--- src/rtl/interp_seq_ctrl.sv ---
// Interpolator sequencing controller: loads ROWS rows, runs OUT_WORDS filter steps, drains FILT_LAT cycles.
// Optional build macro INTERP_SEQ_PERFCNT_EN adds a saturating per-block cycle counter output.
module interp_seq_ctrl #(
    parameter int ROWS      = 15,
    parameter int OUT_WORDS = 40,
    parameter int FILT_LAT  = 2
) (
    input  logic        clock,
    input  logic        reset_L,
    input  logic        start,
    input  logic        abort,
    input  logic        row_valid,
    output logic        row_ready,
    output logic        isr_load_L,
    output logic        filt_en,
    output logic [7:0]  filt_sel,
    output logic        of_load_L,
    output logic        busy,
    output logic        done
`ifdef INTERP_SEQ_PERFCNT_EN
    ,
    output logic [15:0] cycle_cnt
`endif
);

    localparam int RW = (ROWS > 1) ? $clog2(ROWS) : 1;
    localparam int DW = $clog2(FILT_LAT + 1);

    typedef enum logic [2:0] {
        S_IDLE,
        S_FILL,
        S_RUN,
        S_DRAIN,
        S_DONE
    } state_t;

    state_t              r_state;
    logic [RW-1:0]       r_row_cnt;
    logic [7:0]          r_word_cnt;
    logic [7:0]          r_filt_sel;
    logic [DW-1:0]       r_drain_cnt;
    logic [FILT_LAT-1:0] r_dly;
    logic                r_row_ready;
    logic                r_filt_en;
    logic                r_busy;
    logic                r_done;

    logic                w_row_hs;
    logic                w_last_row;
    logic                w_last_word;
    logic                w_drain_end;
    logic                w_abort;

    assign w_row_hs    = row_valid & r_row_ready;
    assign w_last_row  = (r_row_cnt == RW'(ROWS - 1));
    assign w_last_word = (r_word_cnt == 8'(OUT_WORDS - 1));
    assign w_drain_end = (r_drain_cnt == DW'(FILT_LAT - 1));
    assign w_abort     = abort & (r_state != S_IDLE);

    // Abort wins over every state transition; it has no meaning while idle.
    always_ff @(posedge clock or negedge reset_L) begin
        if (!reset_L) begin
            r_state     <= S_IDLE;
            r_row_cnt   <= '0;
            r_word_cnt  <= '0;
            r_filt_sel  <= '0;
            r_drain_cnt <= '0;
            r_row_ready <= 1'b0;
            r_filt_en   <= 1'b0;
            r_busy      <= 1'b0;
            r_done      <= 1'b0;
        end else if (w_abort) begin
            r_state     <= S_IDLE;
            r_row_ready <= 1'b0;
            r_filt_en   <= 1'b0;
            r_busy      <= 1'b0;
            r_done      <= 1'b0;
        end else begin
            case (r_state)
                S_IDLE: begin
                    r_done <= 1'b0;
                    if (start) begin
                        r_state     <= S_FILL;
                        r_row_cnt   <= '0;
                        r_word_cnt  <= '0;
                        r_row_ready <= 1'b1;
                        r_busy      <= 1'b1;
                    end
                end
                S_FILL: begin
                    if (w_row_hs) begin
                        r_row_cnt <= r_row_cnt + RW'(1);
                        if (w_last_row) begin
                            r_state     <= S_RUN;
                            r_row_ready <= 1'b0;
                            r_filt_en   <= 1'b1;
                            r_filt_sel  <= '0;
                        end
                    end
                end
                S_RUN: begin
                    r_word_cnt <= r_word_cnt + 8'd1;
                    if (w_last_word) begin
                        r_state     <= S_DRAIN;
                        r_filt_en   <= 1'b0;
                        r_drain_cnt <= '0;
                    end else begin
                        r_filt_sel <= r_word_cnt + 8'd1;
                    end
                end
                S_DRAIN: begin
                    r_drain_cnt <= r_drain_cnt + DW'(1);
                    if (w_drain_end) begin
                        r_state <= S_DONE;
                        r_done  <= 1'b1;
                    end
                end
                S_DONE: begin
                    r_state <= S_IDLE;
                    r_done  <= 1'b0;
                    r_busy  <= 1'b0;
                end
                default: begin
                    r_state     <= S_IDLE;
                    r_row_ready <= 1'b0;
                    r_filt_en   <= 1'b0;
                    r_busy      <= 1'b0;
                    r_done      <= 1'b0;
                end
            endcase
        end
    end

    // The concatenation drops its top bit, giving a plain shift for any FILT_LAT >= 1.
    always_ff @(posedge clock or negedge reset_L) begin
        if (!reset_L) begin
            r_dly <= '0;
        end else if (w_abort) begin
            r_dly <= '0;
        end else begin
            r_dly <= FILT_LAT'({r_dly, r_filt_en});
        end
    end

`ifdef INTERP_SEQ_PERFCNT_EN
    logic [15:0] r_cycle_cnt;

    always_ff @(posedge clock or negedge reset_L) begin
        if (!reset_L) begin
            r_cycle_cnt <= '0;
        end else if (r_state == S_IDLE) begin
            if (start) begin
                r_cycle_cnt <= '0;
            end
        end else if (r_cycle_cnt != 16'hFFFF) begin
            r_cycle_cnt <= r_cycle_cnt + 16'd1;
        end
    end

    assign cycle_cnt = r_cycle_cnt;
`endif

    assign row_ready  = r_row_ready;
    assign isr_load_L = ~w_row_hs;
    assign filt_en    = r_filt_en;
    assign filt_sel   = r_filt_sel;
    assign of_load_L  = ~r_dly[FILT_LAT-1];
    assign busy       = r_busy;
    assign done       = r_done;

endmodule

--- config.mk ---
export PLATFORM = sky130hd
export DESIGN_NAME = interp_seq_ctrl
export DESIGN_NICKNAME = d
export VERILOG_FILES = /design/src/rtl/interp_seq_ctrl.sv
export SDC_FILE = /design/constraint.sdc
export NUM_CORES = 1
export LEC_CHECK = 0
export BUFFER_PORTS_ARGS = -buffer_cell sky130_fd_sc_hd__buf_2
export CAP_MARGIN = 25
export CORE_ASPECT_RATIO = 0.75
export CORE_MARGIN = 1
export CORE_UTILIZATION = 25
export CTS_CLUSTER_DIAMETER = 120
export DETAILED_ROUTE_END_ITERATION = 16
export GPL_TIMING_DRIVEN = 0
export PLACE_DENSITY = 0.48
export SLEW_MARGIN = 20
export SYNTH_ARGS = -nofsm -noshare
export SYNTH_HDL_FRONTEND = slang
export SYNTH_SLANG_ARGS = --single-unit
--- constraint.sdc ---
create_clock -name clock -period 2 [get_ports clock]
set_input_delay 0.4 -clock clock [delete_from_list [all_inputs] [get_ports clock]]
set_output_delay 0.4 -clock clock [all_outputs]
set_load 0.02 [all_outputs]
==> results by group, run 1 <==
Cells and area
  – # diodes: 0
  – Final Util: 0.321
  – Ratio of cells with drive above 1 in the final layout: 0.278
  – Final nets: 202
  – Area Growth Syn to Fin: 22.7%
  – Design Area, Final: 2040 sq um
  – Non-filler cells, final: 275

Yosys
  – Cell area after synthesis: 1660 sq um
  – Sequential fraction of the synthesis area: 0.467
  – Yosys top cell area share: 0.467
  – Most common cell in the synthesized netlist: dfrtp_1
  – Yosys warns: 0
  – Gate Count Post-Synth: 160
  – FFs w/ async S/R, synth: 1.00
  – Synth unique cells: 43
  – Register bit total from synthesis: 31
  – Syn_nets: 169
  – Post-Syn Area per Cell: 10.4 sq um
  – Dominant synthesized flop cell: dfrtp_1
  – Top cells by area, synth: dfrtp_1 (47%), mux2_4 (3.6%), a21o_1 (3.2%)
  – Post-synth EDFFs: 0
  – Largest area contributor in the netlist: dfrtp_1
  – Synth cell count leaders: dfrtp_1 (31), nor2_1 (13), nand2_1 (11)

Timing
  – Period utilisation layout: 0.980
  – Slew HR: 0.517
  – Final setup viols: 0
  – Final hold vios: 0
  – Final setup skew: 0.00289 ns
  – Hold Slack: 0.172 ns
  – Setup_tns: 0 ns
  – RSZ-0062 raised after global routing: true
  – Worst-margin pin slew: 0.724 ns
  – Pins Over Slew Limit: 0
  – Crit path time final: 1.96 ns
  – FMAX: 510 MHz

Worst setup path
  – Max incr delay on CP: 0.54 ns
  – Critical Path RT: 2.17 ns
  – Crit-path slowest cell: or4_4
  – Top cell family by delay on the critical path: compound AO/OA/AOI/OAI gates
  – R2R depth: 4
  – Crit path DAT: 2.13 ns
  – Worst Setup End Kind: register
  – Crit Path Max Fanout: 6
  – Reg-to-reg startpoint: r_word_cnt[7]
  – CP startpoint kind: register
  – Worst path cell trace: or4_4 -> o21ai_4 -> a21boi_4 -> mux2_4
  – Critical Path Start: r_word_cnt[7]
  – CP bufs+invs: 0
  – Kind of critical path: register to register
  – Crit. path cell count: 4

Clock tree
  – Clk pin slew, worst setup/hold paths: 0.07 ns
  – Clock Tree Buf Depth: 2
  – Sink Count: 31
  – Hold_buf cts: 0
  – TritonCTS clock tree: yes
  – Latest clock arrival within the worst-skew pair: 0.28 ns
  – CTS Root Cell: clkbuf_8
  – H-tree depth: 2
  – Num CTS Buffers: 5

Drt
  – Drt wl/cell: 13.4 microns
  – Vias per cell: 4.55
  – ANT nets after route: 0
  – Final WL: 3700 microns
  – DR vias: 1252
  – 1st-iter DRT viols: 89
  – DRC: 0
  – DRT Pass-1 Iters: 4

Power and ir drop
  – Internal power: 0.00110 W
  – Flop pwr share: 0.458
  – Sw frac: 0.248
  – Clock power share: 0.442
  – Pwr per Cell Area: 718 nW/um^2
  – Switch Pwr: 0.000364 W
  – Leak: 1.01 nW
  – Comb pwr share: 0.101
  – Maximum vdd drop: 0.000279 V

Floorplan
  – I/O pin cnt: 19
  – Row cnt: 25
  – Core area: 6350 sq um
  – Die W: 96.1 microns
  – Initial Utilization: 0.262
  – Die ar.: 6980 sq um
  – Die Y: 72.6 microns

Place
  – DP HPWL: 2470 microns
  – Cell Area, Placed: 1850 sq um
  – Placed Cells: 259
  – GP Congestion: 0.754
  – PortBufs: 18

GRT
  – Overall Global Routing Usage: 0.119
  – Initial antenna violation count: 0
  – Number of global-route vias before repair: 1222
  – Pin count of the biggest net entering global routing: 32
  – First-pass GRT wire length: 6180 microns
  – Grt total ovfl: 0

Status
  – Run status: finished, final reports clean

Job
  – MaxCap Viol Count: 0

Min path
  – Hold Path Class: input pin to asynchronous set/reset pin
==> registers in the layout, summed over array words and instances, names as in the netlist <==
name,count
done,1
r_drain_cnt,2
r_row_cnt,4
row_ready,1
r_word_cnt,8
r_state,3
filt_sel,8
busy,1
filt_en,1
r_dly,2
==> worst register-to-register path, delay by kind of cell (launching register included) <==
| kind | cells | cell delay [ns] |
|---|---|---|
| multiplexers | 1 | 0.33 |
| AO/OA/AOI/OAI | 2 | 0.56 |
| flip-flops | 1 | 0.41 |
| AND/OR/NAND/NOR | 1 | 0.54 |
==> cell type report <==
cell class                      instances  area [sq um]
Buffer                                  6          43.8
Clock inverter                          2          35.0
Sequential cell                        31           777
Clock buffer                            6          82.6
Tap cell                               81           101
Timing Repair Buffer                   26           154
Multi-Input combinational cell        117           823
Inverter                                6          22.5
Fill cell                             655          4310
==> logic make-up (layout without fill, tap and decap cells) <==
logic type | count (synthesis) | count (layout) | share of synthesized area
multiplexers | 7 | 7 | 0.0550
AND/OR/NAND/NOR | 61 | 61 | 0.214
AO/OA/AOI/OAI | 41 | 41 | 0.173
XOR/XNOR | 4 | 4 | 0.0211
flip-flops | 31 | 31 | 0.467
buffers and inverters | 12 | 46 | 0.0399
adder cells (fa/ha/maj) | 4 | 4 | 0.0301
==> final timing paths <==
path | endpoint | slack (ns)
worst min-delay path | r_row_cnt[2] | 0.17
min in group clock | busy | 0.44
max in group asynchronous | r_word_cnt[3] | 1.32
worst max register to register | filt_sel[3] | 0.04
worst max-delay path | filt_sel[3] | 0.04
worst min register to register | r_dly[1] | 0.45
==> layout by cell type (no fill, tap or decap), types with 2 or more instances in the layout <==
cell	synthesis	routed
buf_2	1	19
clkbuf_1	3	3
mux2_4	4	4
inv_1	6	6
mux2i_1	2	2
nand4_1	2	2
dfrtp_1	31	30
and3_1	2	2
xor2_1	3	3
a21oi_1	6	6
clkbuf_8	2	8
nand3_1	6	6
ha_1	4	4
a21o_1	7	7
and2_1	3	3
nor4b_2	2	2
buf_4	0	7
o21bai_1	3	3
and3_2	2	2
a22oi_1	4	4
o21ai_0	8	8
o22ai_1	3	3
nand2_1	11	11
nor2b_1	5	5
nor3_1	4	4
o31ai_1	3	3
or3_1	3	3
nor2_1	13	13
==> repair_timing <==
| action | CTS | global route |
|---|---|---|
| endpoints found under the setup margin | 4 | 12 |
| pin swaps | 0 | 2 |
| buffers inserted | 2 | 6 |
| gates resized for setup | 1 | 2 |
==> per-layer routing <==
layer,global-route usage,up-vias,wire length [microns]
met3,0.0375,4,131
met4,0.0315,0,29
li1,-,641,-
met5,0,-,0
met2,0.149,15,1420
met1,0.191,592,2110
==> through the flow <==
stage,setup WS (ns),total power [W]
final,0.0407,0.00146
after global routing,-0.0179,0.00153
after CTS,0.00521,0.00148
after detailed placement,-0.0986,0.000826
after global placement,-0.0951,0.000827
after floorplan,0.128,0.000770
==> power by group through the flow <==
| stage | Combinational, W | Clock, W | Sequential (W) |
|---|---|---|---|
| after floorplan | 0.0000831 | 0 | 0.000687 |
| after global placement | 0.000146 | 0 | 0.000681 |
| after detailed placement | 0.000145 | 0 | 0.000681 |
| after CTS | 0.000147 | 0.000665 | 0.000669 |
| after global routing | 0.000167 | 0.000693 | 0.000673 |
| final | 0.000147 | 0.000647 | 0.000670 |
No activity file was read; power rests on OpenSTA's default activity.
==> inputs of run 2 (changes only) <==
CORE_UTILIZATION = 35   (was 25)
PLACE_DENSITY = 0.6   (was 0.48)
==> run 2 against run 1 <==
Setup slack better by 0.025 ns. Register-to-register slack better by 0.02 ns. Global-route usage up 4.0 points. Final cell count down 11%. Count of clock-buffer cells in the layout unchanged. Routed wire length down 8.2%. Critical path depth unchanged. Sequential share of layout area up 2.0 points. Combinational power down 3%. Non-clock buffer count down 3. Worst hold slack worse by 0.0074 ns. Critical path type unchanged. Critical endpoint is now filt_sel[0]. Highest routed layer unchanged.
==> results by group, run 2 (same netlist as run 1, synthesis figures left out) <==
Status
  – Run status: finished, final reports clean

Timing
  – Final setup skew: 0.00683 ns
  – FMAX: 517 MHz
  – Final hold vios: 0
  – Setup_tns: 0 ns
  – Worst-margin pin slew: 0.699 ns
  – RSZ-0062 raised after global routing: false
  – Pins Over Slew Limit: 0
  – Worst setup margin: 0.0656 ns
  – Crit path time final: 1.93 ns
  – Slew HR: 0.534
  – Hold Slack: 0.164 ns
  – Final setup viols: 0
  – Period utilisation layout: 0.967

Drt
  – Final WL: 3390 microns
  – Vias per cell: 5.29
  – DRC: 0
  – DR vias: 1302
  – Drt wl/cell: 13.8 microns
  – 1st-iter DRT viols: 48
  – ANT nets after route: 0
  – DRT Pass-1 Iters: 4

Cells and area
  – Ratio of cells with drive above 1 in the final layout: 0.254
  – Final Util: 0.429
  – # diodes: 0
  – Final nets: 199
  – Area Growth Syn to Fin: 16.6%
  – Non-filler cells, final: 246
  – Most common cell after layout, fill and taps aside: dfrtp_1
  – Most used cells in the layout excluding fill and tap cells: dfrtp_1 (30), buf_2 (19), nor2_1 (13), nand2_1 (11), o21ai_0 (8)

Worst setup path
  – Top cell family by delay on the critical path: simple AND/OR/NAND/NOR gates
  – Reg2Reg Setup Slack: 0.07 ns
  – Worst path cell trace: or4_4 -> o21ai_4 -> a21boi_4 -> mux2_4
  – Crit. path cell count: 4
  – Critical Path RT: 2.16 ns
  – CP startpoint kind: register
  – Kind of critical path: register to register
  – Crit-path slowest cell: or4_4
  – Max incr delay on CP: 0.55 ns
  – Crit path DAT: 2.09 ns
  – R2R depth: 4
  – Crit Path Max Fanout: 6
  – Worst Setup End Kind: register
  – CP bufs+invs: 0

GRT
  – Number of global-route vias before repair: 1207
  – Initial antenna violation count: 0
  – Met2 Usage GRT: 0.239
  – Met1 global-route usage: 0.209
  – Grt total ovfl: 0
  – Met3 Usage GRT: 0.0474
  – Pin count of the biggest net entering global routing: 32
  – Busiest metal layer after global routing: met2
  – First-pass GRT wire length: 5750 microns
  – Overall Global Routing Usage: 0.160

Floorplan
  – I/O pin cnt: 19
  – Die Y: 61.7 microns
  – Core area: 4520 sq um
  – Row cnt: 21
  – Initial Utilization: 0.368
  – Die W: 81.6 microns
  – Die ar.: 5030 sq um

Min path
  – Hold Path Class: input pin to asynchronous set/reset pin

Power and ir drop
  – Switch Pwr: 0.000324 W
  – Pwr per Cell Area: 647 nW/um^2
  – Flop pwr share: 0.535
  – Comb pwr share: 0.114
  – Leak: 0.970 nW
  – Clock power share: 0.351
  – Maximum vdd drop: 0.000381 V
  – Internal power: 0.000929 W
  – Sw frac: 0.259

Place
  – Worst slack, placed: -0.0688 ns
  – Placed Cells: 235
  – GP Congestion: 0.818
  – PortBufs: 18
  – DP HPWL: 2370 microns

Clock tree
  – CTS Root Cell: clkbuf_8
  – Clock Tree Buf Depth: 2
  – TritonCTS clock tree: yes
  – Latest clock arrival within the worst-skew pair: 0.28 ns
  – Hold_buf cts: 0
  – Sink Count: 31
  – H-tree depth: 2
  – Num CTS Buffers: 5
  – Clk pin slew, worst setup/hold paths: 0.06 ns

Job
  – MaxCap Viol Count: 0
run 2: cell type report:
type	count	area, sq um
repair buffers	23	128
plain buffers	6	43.8
fillers	444	2580
clock buffers	6	72.6
well taps	57	71.3
multi-input cells	117	823
inverters	6	22.5
flip-flops and latches	31	777
run 2: final timing paths:
kind | start | to
worst max-delay path | r_word_cnt[3] | filt_sel[0]
worst min-delay path | reset_L | filt_sel[2]
worst max register to register | r_word_cnt[3] | filt_sel[0]
worst min register to register | r_dly[0] | r_dly[1]
max in group asynchronous | reset_L | r_word_cnt[3]
min in group clock | r_dly[0] | r_dly[1]
run 2: worst register-to-register path: stages (launching register included):
cell	delay [ns]
dfrtp_2	0.44
or4_4	0.55
o21ai_4	0.17
a21boi_4	0.32
mux2_4	0.34
run 2: repair_timing:
action	CTS	global route
endpoints found under the setup margin	4	7
pin swaps	1	0
buffers inserted	3	2
gates resized for setup	1	1
run 2: power groups by stage:
| stage | Clock, W | Sequential, W | Combinational [W] |
|---|---|---|---|
| after floorplan | 0 | 0.000687 | 0.0000831 |
| after global placement | 0 | 0.000678 | 0.000141 |
| after detailed placement | 0 | 0.000681 | 0.000143 |
| after CTS | 0.000455 | 0.000670 | 0.000143 |
| after global routing | 0.000492 | 0.000674 | 0.000164 |
| final | 0.000440 | 0.000671 | 0.000143 |
run 2: stage by stage:
| stage | total power, W | instance area [sq um] |
|---|---|---|
| after global placement | 0.000820 | 1820 |
| after floorplan | 0.000770 | 1660 |
| final | 0.00125 | 1940 |
| after global routing | 0.00133 | 1940 |
| after detailed placement | 0.000823 | 1820 |
| after CTS | 0.00127 | 1920 |
run 2: metal layers:
| metal | vias up | wire [microns] | share of wire |
|---|---|---|---|
| met3 | 8 | 167 | 0.049 |
| met1 | 626 | 1710 | 0.50 |
| met4 | 0 | 57 | 0.017 |
| met5 | - | 0 | 0 |
| met2 | 34 | 1460 | 0.43 |
| li1 | 634 | - | - |
